==> src/rtl/addsub_acc_pkg.sv <==
// Shared encodings and saturation bounds for the add/sub accumulator controller.
package addsub_acc_pkg;

  typedef enum logic [1:0] {
    OP_READ = 2'b00,
    OP_LOAD = 2'b01,
    OP_ADD  = 2'b10,
    OP_SUB  = 2'b11
  } op_e;

  typedef enum logic [1:0] {
    IDLE = 2'b00,
    EXEC = 2'b01,
    RESP = 2'b10
  } state_e;

  localparam logic signed [16:0] ACC_MAX = 17'sd32767;
  localparam logic signed [16:0] ACC_MIN = -17'sd32768;

  function automatic logic out_of_range(input logic signed [16:0] s);
    return (s > ACC_MAX) || (s < ACC_MIN);
  endfunction

endpackage

==> src/rtl/addsub_acc_fsm.sv <==
// Command/response sequencer: IDLE -> EXEC -> RESP, one command in flight.
module addsub_acc_fsm
  import addsub_acc_pkg::*;
(
  input  logic clk_in,
  input  logic rst_in,
  input  logic cmd_valid_in,
  input  logic rsp_ready_in,
  output logic cmd_ready_out,
  output logic rsp_valid_out,
  output logic exec_out,
  output logic accept_out
);

  state_e r_state;
  logic   r_cmd_ready;
  logic   r_rsp_valid;
  logic   r_exec;

  assign accept_out    = cmd_valid_in & r_cmd_ready;
  assign cmd_ready_out = r_cmd_ready;
  assign rsp_valid_out = r_rsp_valid;
  assign exec_out      = r_exec;

  always_ff @(posedge clk_in or posedge rst_in) begin
    if (rst_in) begin
      r_state     <= IDLE;
      r_cmd_ready <= 1'b1;
      r_rsp_valid <= 1'b0;
      r_exec      <= 1'b0;
    end else begin
      case (r_state)
        IDLE: if (cmd_valid_in) begin
          r_state     <= EXEC;
          r_cmd_ready <= 1'b0;
          r_exec      <= 1'b1;
        end
        EXEC: begin
          r_state     <= RESP;
          r_exec      <= 1'b0;
          r_rsp_valid <= 1'b1;
        end
        RESP: if (rsp_ready_in) begin
          r_state     <= IDLE;
          r_rsp_valid <= 1'b0;
          r_cmd_ready <= 1'b1;
        end
        default: begin
          r_state     <= IDLE;
          r_cmd_ready <= 1'b1;
          r_rsp_valid <= 1'b0;
          r_exec      <= 1'b0;
        end
      endcase
    end
  end

endmodule

==> src/rtl/addsub_acc_ctrl.sv <==
// Accumulator controller driving an external saturating add/sub unit.
// Optional sticky saturation flag enabled by ADDSUB_ACC_SAT_FLAG_EN.
module addsub_acc_ctrl
  import addsub_acc_pkg::*;
#(
  parameter logic signed [15:0] ACC_INIT = 16'sd0
) (
  input  logic        clk_in,
  input  logic        rst_in,
  input  logic        cmd_valid_in,
  output logic        cmd_ready_out,
  input  logic [1:0]  cmd_op_in,
  input  logic [15:0] cmd_data_in,
  output logic [15:0] add_a_out,
  output logic [15:0] add_b_out,
  output logic        add_sel_out,
  input  logic [15:0] add_c_in,
  output logic        rsp_valid_out,
  input  logic        rsp_ready_in,
  output logic [15:0] rsp_data_out,
  output logic        rsp_zero_out,
  output logic        rsp_neg_out,
  output logic        rsp_sat_out
);

  logic        w_accept;
  logic        w_exec;
  logic [15:0] w_acc_nxt;

  op_e         r_op;
  logic [15:0] r_data;
  logic [15:0] r_acc;
  logic        r_zero;
  logic        r_neg;

  addsub_acc_fsm u_fsm (
    .clk_in        (clk_in),
    .rst_in        (rst_in),
    .cmd_valid_in  (cmd_valid_in),
    .rsp_ready_in  (rsp_ready_in),
    .cmd_ready_out (cmd_ready_out),
    .rsp_valid_out (rsp_valid_out),
    .exec_out      (w_exec),
    .accept_out    (w_accept)
  );

  always_comb begin
    w_acc_nxt = r_acc;
    case (r_op)
      OP_LOAD:        w_acc_nxt = r_data;
      OP_ADD, OP_SUB: w_acc_nxt = add_c_in;
      default:        w_acc_nxt = r_acc;
    endcase
  end

  // Flags are registered together with the accumulator so the response is self-consistent.
  always_ff @(posedge clk_in or posedge rst_in) begin
    if (rst_in) begin
      r_op   <= OP_READ;
      r_data <= '0;
      r_acc  <= ACC_INIT;
      r_zero <= (ACC_INIT == 16'sd0);
      r_neg  <= ACC_INIT[15];
    end else begin
      if (w_accept) begin
        r_op   <= op_e'(cmd_op_in);
        r_data <= cmd_data_in;
      end
      if (w_exec) begin
        r_acc  <= w_acc_nxt;
        r_zero <= (w_acc_nxt == 16'd0);
        r_neg  <= w_acc_nxt[15];
      end
    end
  end

  assign add_a_out    = r_acc;
  assign add_b_out    = r_data;
  assign add_sel_out  = w_exec && (r_op == OP_SUB);
  assign rsp_data_out = r_acc;
  assign rsp_zero_out = r_zero;
  assign rsp_neg_out  = r_neg;

`ifdef ADDSUB_ACC_SAT_FLAG_EN
  logic signed [16:0] w_shadow;
  logic               r_sat;

  // Unsaturated 17-bit result reveals whether the adder clipped.
  assign w_shadow = (r_op == OP_SUB) ? ({r_acc[15], r_acc} - {r_data[15], r_data})
                                     : ({r_acc[15], r_acc} + {r_data[15], r_data});

  always_ff @(posedge clk_in or posedge rst_in) begin
    if (rst_in) begin
      r_sat <= 1'b0;
    end else if (w_exec) begin
      case (r_op)
        OP_LOAD:        r_sat <= 1'b0;
        OP_ADD, OP_SUB: if (out_of_range(w_shadow)) r_sat <= 1'b1;
        default:        r_sat <= r_sat;
      endcase
    end
  end

  assign rsp_sat_out = r_sat;
`else
  assign rsp_sat_out = 1'b0;
`endif

endmodule

==> config.mk <==
export PLATFORM = sky130hd
export DESIGN_NAME = addsub_acc_ctrl
export DESIGN_NICKNAME = d
export VERILOG_FILES = /design/src/rtl/addsub_acc_pkg.sv /design/src/rtl/addsub_acc_fsm.sv /design/src/rtl/addsub_acc_ctrl.sv
export SDC_FILE = /design/constraint.sdc
export NUM_CORES = 1
export LEC_CHECK = 0
export CAP_MARGIN = 15
export CORE_ASPECT_RATIO = 1.2
export CORE_MARGIN = 4
export CORE_UTILIZATION = 25
export DETAILED_ROUTE_END_ITERATION = 10
export PLACE_DENSITY = 0.62
export SLEW_MARGIN = 40
export SYNTH_ARGS = -nofsm -noshare
export SYNTH_HDL_FRONTEND = slang
export SYNTH_SLANG_ARGS = --single-unit
==> constraint.sdc <==
create_clock -name clk_in -period 2 [get_ports clk_in]
set_clock_uncertainty 0.1 [all_clocks]
set_input_delay 0.3 -clock clk_in [delete_from_list [all_inputs] [get_ports clk_in]]
set_output_delay 0.3 -clock clk_in [all_outputs]
set_load 0.005 [all_outputs]
==> impl_metrics.json, run 1 <==
{
  "status": "completed",
  "grt_start_max_net_pins": 21,
  "track_usage": 0.1194,
  "synth_edf_count": 0,
  "hp-class": "input pin to async pin",
  "setup_ws_ns": 0.05694,
  "fin_crit_ns": 1.943,
  "yosysWarningCount": 0,
  "fin_hold_ws_ns": 0.2317,
  "yosysTopAreaCell": "dfrtp_1",
  "synth_nets": 219,
  "crit_fanout": 11,
  "rrSetupSlack_ns": 0.11,
  "synthMuxAreaShare": 0.2583,
  "avgSynthCellArea_um2": 11.27,
  "slew_viol_final": 0,
  "yosysMostFrequentCell": "dfrtp_1",
  "insertion_delay_ns": 0.29,
  "port_buffers": 90,
  "io_pins": 92,
  "synth_top_family_by_area": "multiplexers",
  "gp_congestion": 0.7454,
  "ff2ff_path_depth": 7,
  "routed_wl_um": 5667,
  "antenna_found_initial": 0,
  "synthAdderAreaFrac": 0,
  "grt_pass1_wl_um": 9032,
  "drt-initial-drc-count": 41,
  "routedWlPerCell_um": 15.65,
  "drt-pass1-iter-count": 4,
  "die_area_um2": 9673,
  "cp-end-kind": "primary output",
  "synthArstFlopShare": 1.000,
  "fp.dieW_um": 90.45,
  "start_util": 0.2616,
  "synth.top_cell.area_share": 0.4663,
  "crit_chain": "buf_6, and3_1, clkdlybuf4s50_1",
  "syn-cell-area_um2": 2039,
  "ant_nets": 0,
  "cts_buffers": 5,
  "synth_cell_types": 30,
  "cts_tree": "built",
  "overflow": 0,
  "design.core.area_um2": 7795,
  "drc": 0,
  "slowest_delay_ns": 0.50,
  "dpl_worst_slack_ns": 0.1403,
  "diodes": 0,
  "critPathLaunchType": "register",
  "synth_common_cells": "38 x dfrtp_1, 32 x mux2_2, 18 x buf_4, 18 x nand2_1, 14 x mux2i_1",
  "power_leakage_nw": 1.317,
  "num_vias": 1637,
  "yosys.area_share.xor_xnor": 0,
  "ys_seq_area_frac": 0.4920,
  "setup.worst_path.class": "register to primary output",
  "dpl.hpwl_um": 4371,
  "synthTopCellsByArea": "dfrtp_1 47%, mux2_2 18%, mux2i_1 6.9%, buf_4 6.6%, nand2_1 3.3%",
  "cts_buffer_depth": 2,
  "cp_slowest_cell": "clkdlybuf4s50_1",
  "critPathCapture": "add_sel_out",
  "crit_path_start": "r_op[1]$_DFFE_PP0P_",
  "r2r-end": "rsp_zero_out$_DFFE_PP1P_",
  "drive_above_1_share": 0.2370,
  "ir_drop_mv": 0.5610,
  "fillers": 772,
  "r2r_start": "r_op[0]$_DFFE_PP0P_",
  "synthSimpleGateAreaFrac": 0.07423,
  "grt_pass1_vias": 1730,
  "clockRootBuffer": "clkbuf_8",
  "synthFlopType": "dfrtp_1",
  "final_cells": 362,
  "fmax_ghz": 0.5147,
  "required_ns": 1.60,
  "path_clk_slew_ns": 0.08,
  "num_rows": 35,
  "dp.cells": 347,
  "hold_viol": 0,
  "postSynthCellCount": 181,
  "setup_viol": 0,
  "die_h_um": 106.9,
  "numClockSinks": 40,
  "power_density_nw_per_um2": 1608,
  "viasPerCell": 4.522,
  "synth_compound_area_frac": 0.07975,
  "synth.ff_latch_count": 40,
  "drv_cap": 0,
  "crit_arrival_ns": 1.54,
  "htree_levels": 2,
  "nNetsFinal": 307,
  "syn_to_final_growth_pct": 53.56,
  "timing.final.crit_share": 0.9715
}
[worst min path at each step]
stage | slack [ns] | startpoint | to | cells past startpoint
finish | 0.23 | rst_in | add_a_out[14]$_DFFE_PP0P_ | 2
CTS | 0.25 | rst_in | u_fsm.r_state[1]$_DFFE_PP0P_ | 2
global route | 0.28 | rst_in | add_a_out[14]$_DFFE_PP0P_ | 2
detailed placement | 0.39 | u_fsm.rsp_valid_out$_DFFE_PP0P_ | u_fsm.rsp_valid_out$_DFFE_PP0P_ | 1
global placement | 0.39 | u_fsm.rsp_valid_out$_DFFE_PP0P_ | u_fsm.rsp_valid_out$_DFFE_PP0P_ | 1
floorplan | 0.33 | rsp_ready_in | u_fsm.cmd_ready_out$_DFFE_PP1P_ | 2
[area by class of cell]
cell class | count | area, um2 | share of cell area
timing repair buffer | 108 | 1065 | 0.3400
inverter | 3 | 11.26 | 0.003596
clock inverter | 2 | 10.01 | 0.003196
tap | 92 | 115.1 | 0.03676
clock buffer | 6 | 82.58 | 0.02637
multi-input combinational | 111 | 844.6 | 0.2697
sequential | 40 | 1003 | 0.3204
[metrics by stage]
| step | TNS [ns] | utilization | cell area, um2 | power [W] |
|---|---|---|---|---|
| floorplan | 0 | - | 2039 | 0.003060 |
| global placement | 0 | 0.3811 | 2970 | 0.004334 |
| detailed placement | 0 | 0.3811 | 2970 | 0.004384 |
| CTS | 0 | 0.3970 | 3094 | 0.005051 |
| global route | -0.002136 | 0.4018 | 3132 | 0.005412 |
| finish | 0 | 0.4018 | 3132 | 0.005035 |
[placed cells by master (no fill, tap or decap), types with 2 or more instances in the layout]
| cell | count |
|---|---|
| a21oi_1 | 4 |
| a22oi_1 | 3 |
| buf_12 | 2 |
| buf_4 | 15 |
| clkbuf_8 | 6 |
| clkdlybuf4s50_1 | 90 |
| clkinv_2 | 2 |
| dfrtp_1 | 38 |
| dfstp_2 | 2 |
| inv_1 | 2 |
| mux2_2 | 32 |
| mux2i_1 | 14 |
| nand2_1 | 18 |
| nor2_1 | 8 |
| o21ai_0 | 11 |
| o21ai_1 | 7 |
[repair_timing]
action / in CTS / in global routing
hold buffers: 0 / 0
setup endpoints to repair: 1 / 1
buffers inserted: 2 / 5
gates cloned: 0 / 0
gates resized for setup: 1 / 0
[worst max-delay path: cells and delay by family (launching register included)]
kind	cells	cell delay, ns
buffers and inverters	2	0.66
flip-flops	1	0.40
AND/OR/NAND/NOR	1	0.18
[metal layers]
metal  wire length (um)  share of wire  track usage  vias to the layer above
li1                   -              -            -                      786
met3                292          0.052      0.03088                        8
met4                 82          0.014      0.03611                        0
met2               2892           0.51       0.2114                       53
met1               2400           0.42       0.1420                      790
met5                  0              0            0                        -
[power breakdown]
| part | switching [W] | internal [W] |
|---|---|---|
| combinational | 0.00103 | 0.00184 |
| clock | 0.000291 | 0.000276 |
| sequential | 0.000386 | 0.00122 |
[flip-flops by register name (all words and copies together) (netlist names)]
signal and count:
add_a_out 16, add_b_out 16, r_op 2, u_fsm.r_state 2, rsp_zero_out 1, u_fsm.cmd_ready_out 1, u_fsm.exec_out 1, u_fsm.rsp_valid_out 1
[logic make-up (layout without fill, tap and decap cells)]
family                 Yosys count  in the layout
multiplexers                    48             48
flip-flops                      40             40
AND/OR/NAND/NOR                 34             34
buffers and inverters           30            119
AO/OA/AOI/OAI                   28             28
other                            1              1
No activity file was read; power rests on OpenSTA's default activity.
==> inputs of run 2 (changes only) <==
Settings changed: CTS_CLUSTER_SIZE set to 24.
==> results of run 2 <==
The final DEF is identical to that of run 1; final timing and power are the same.
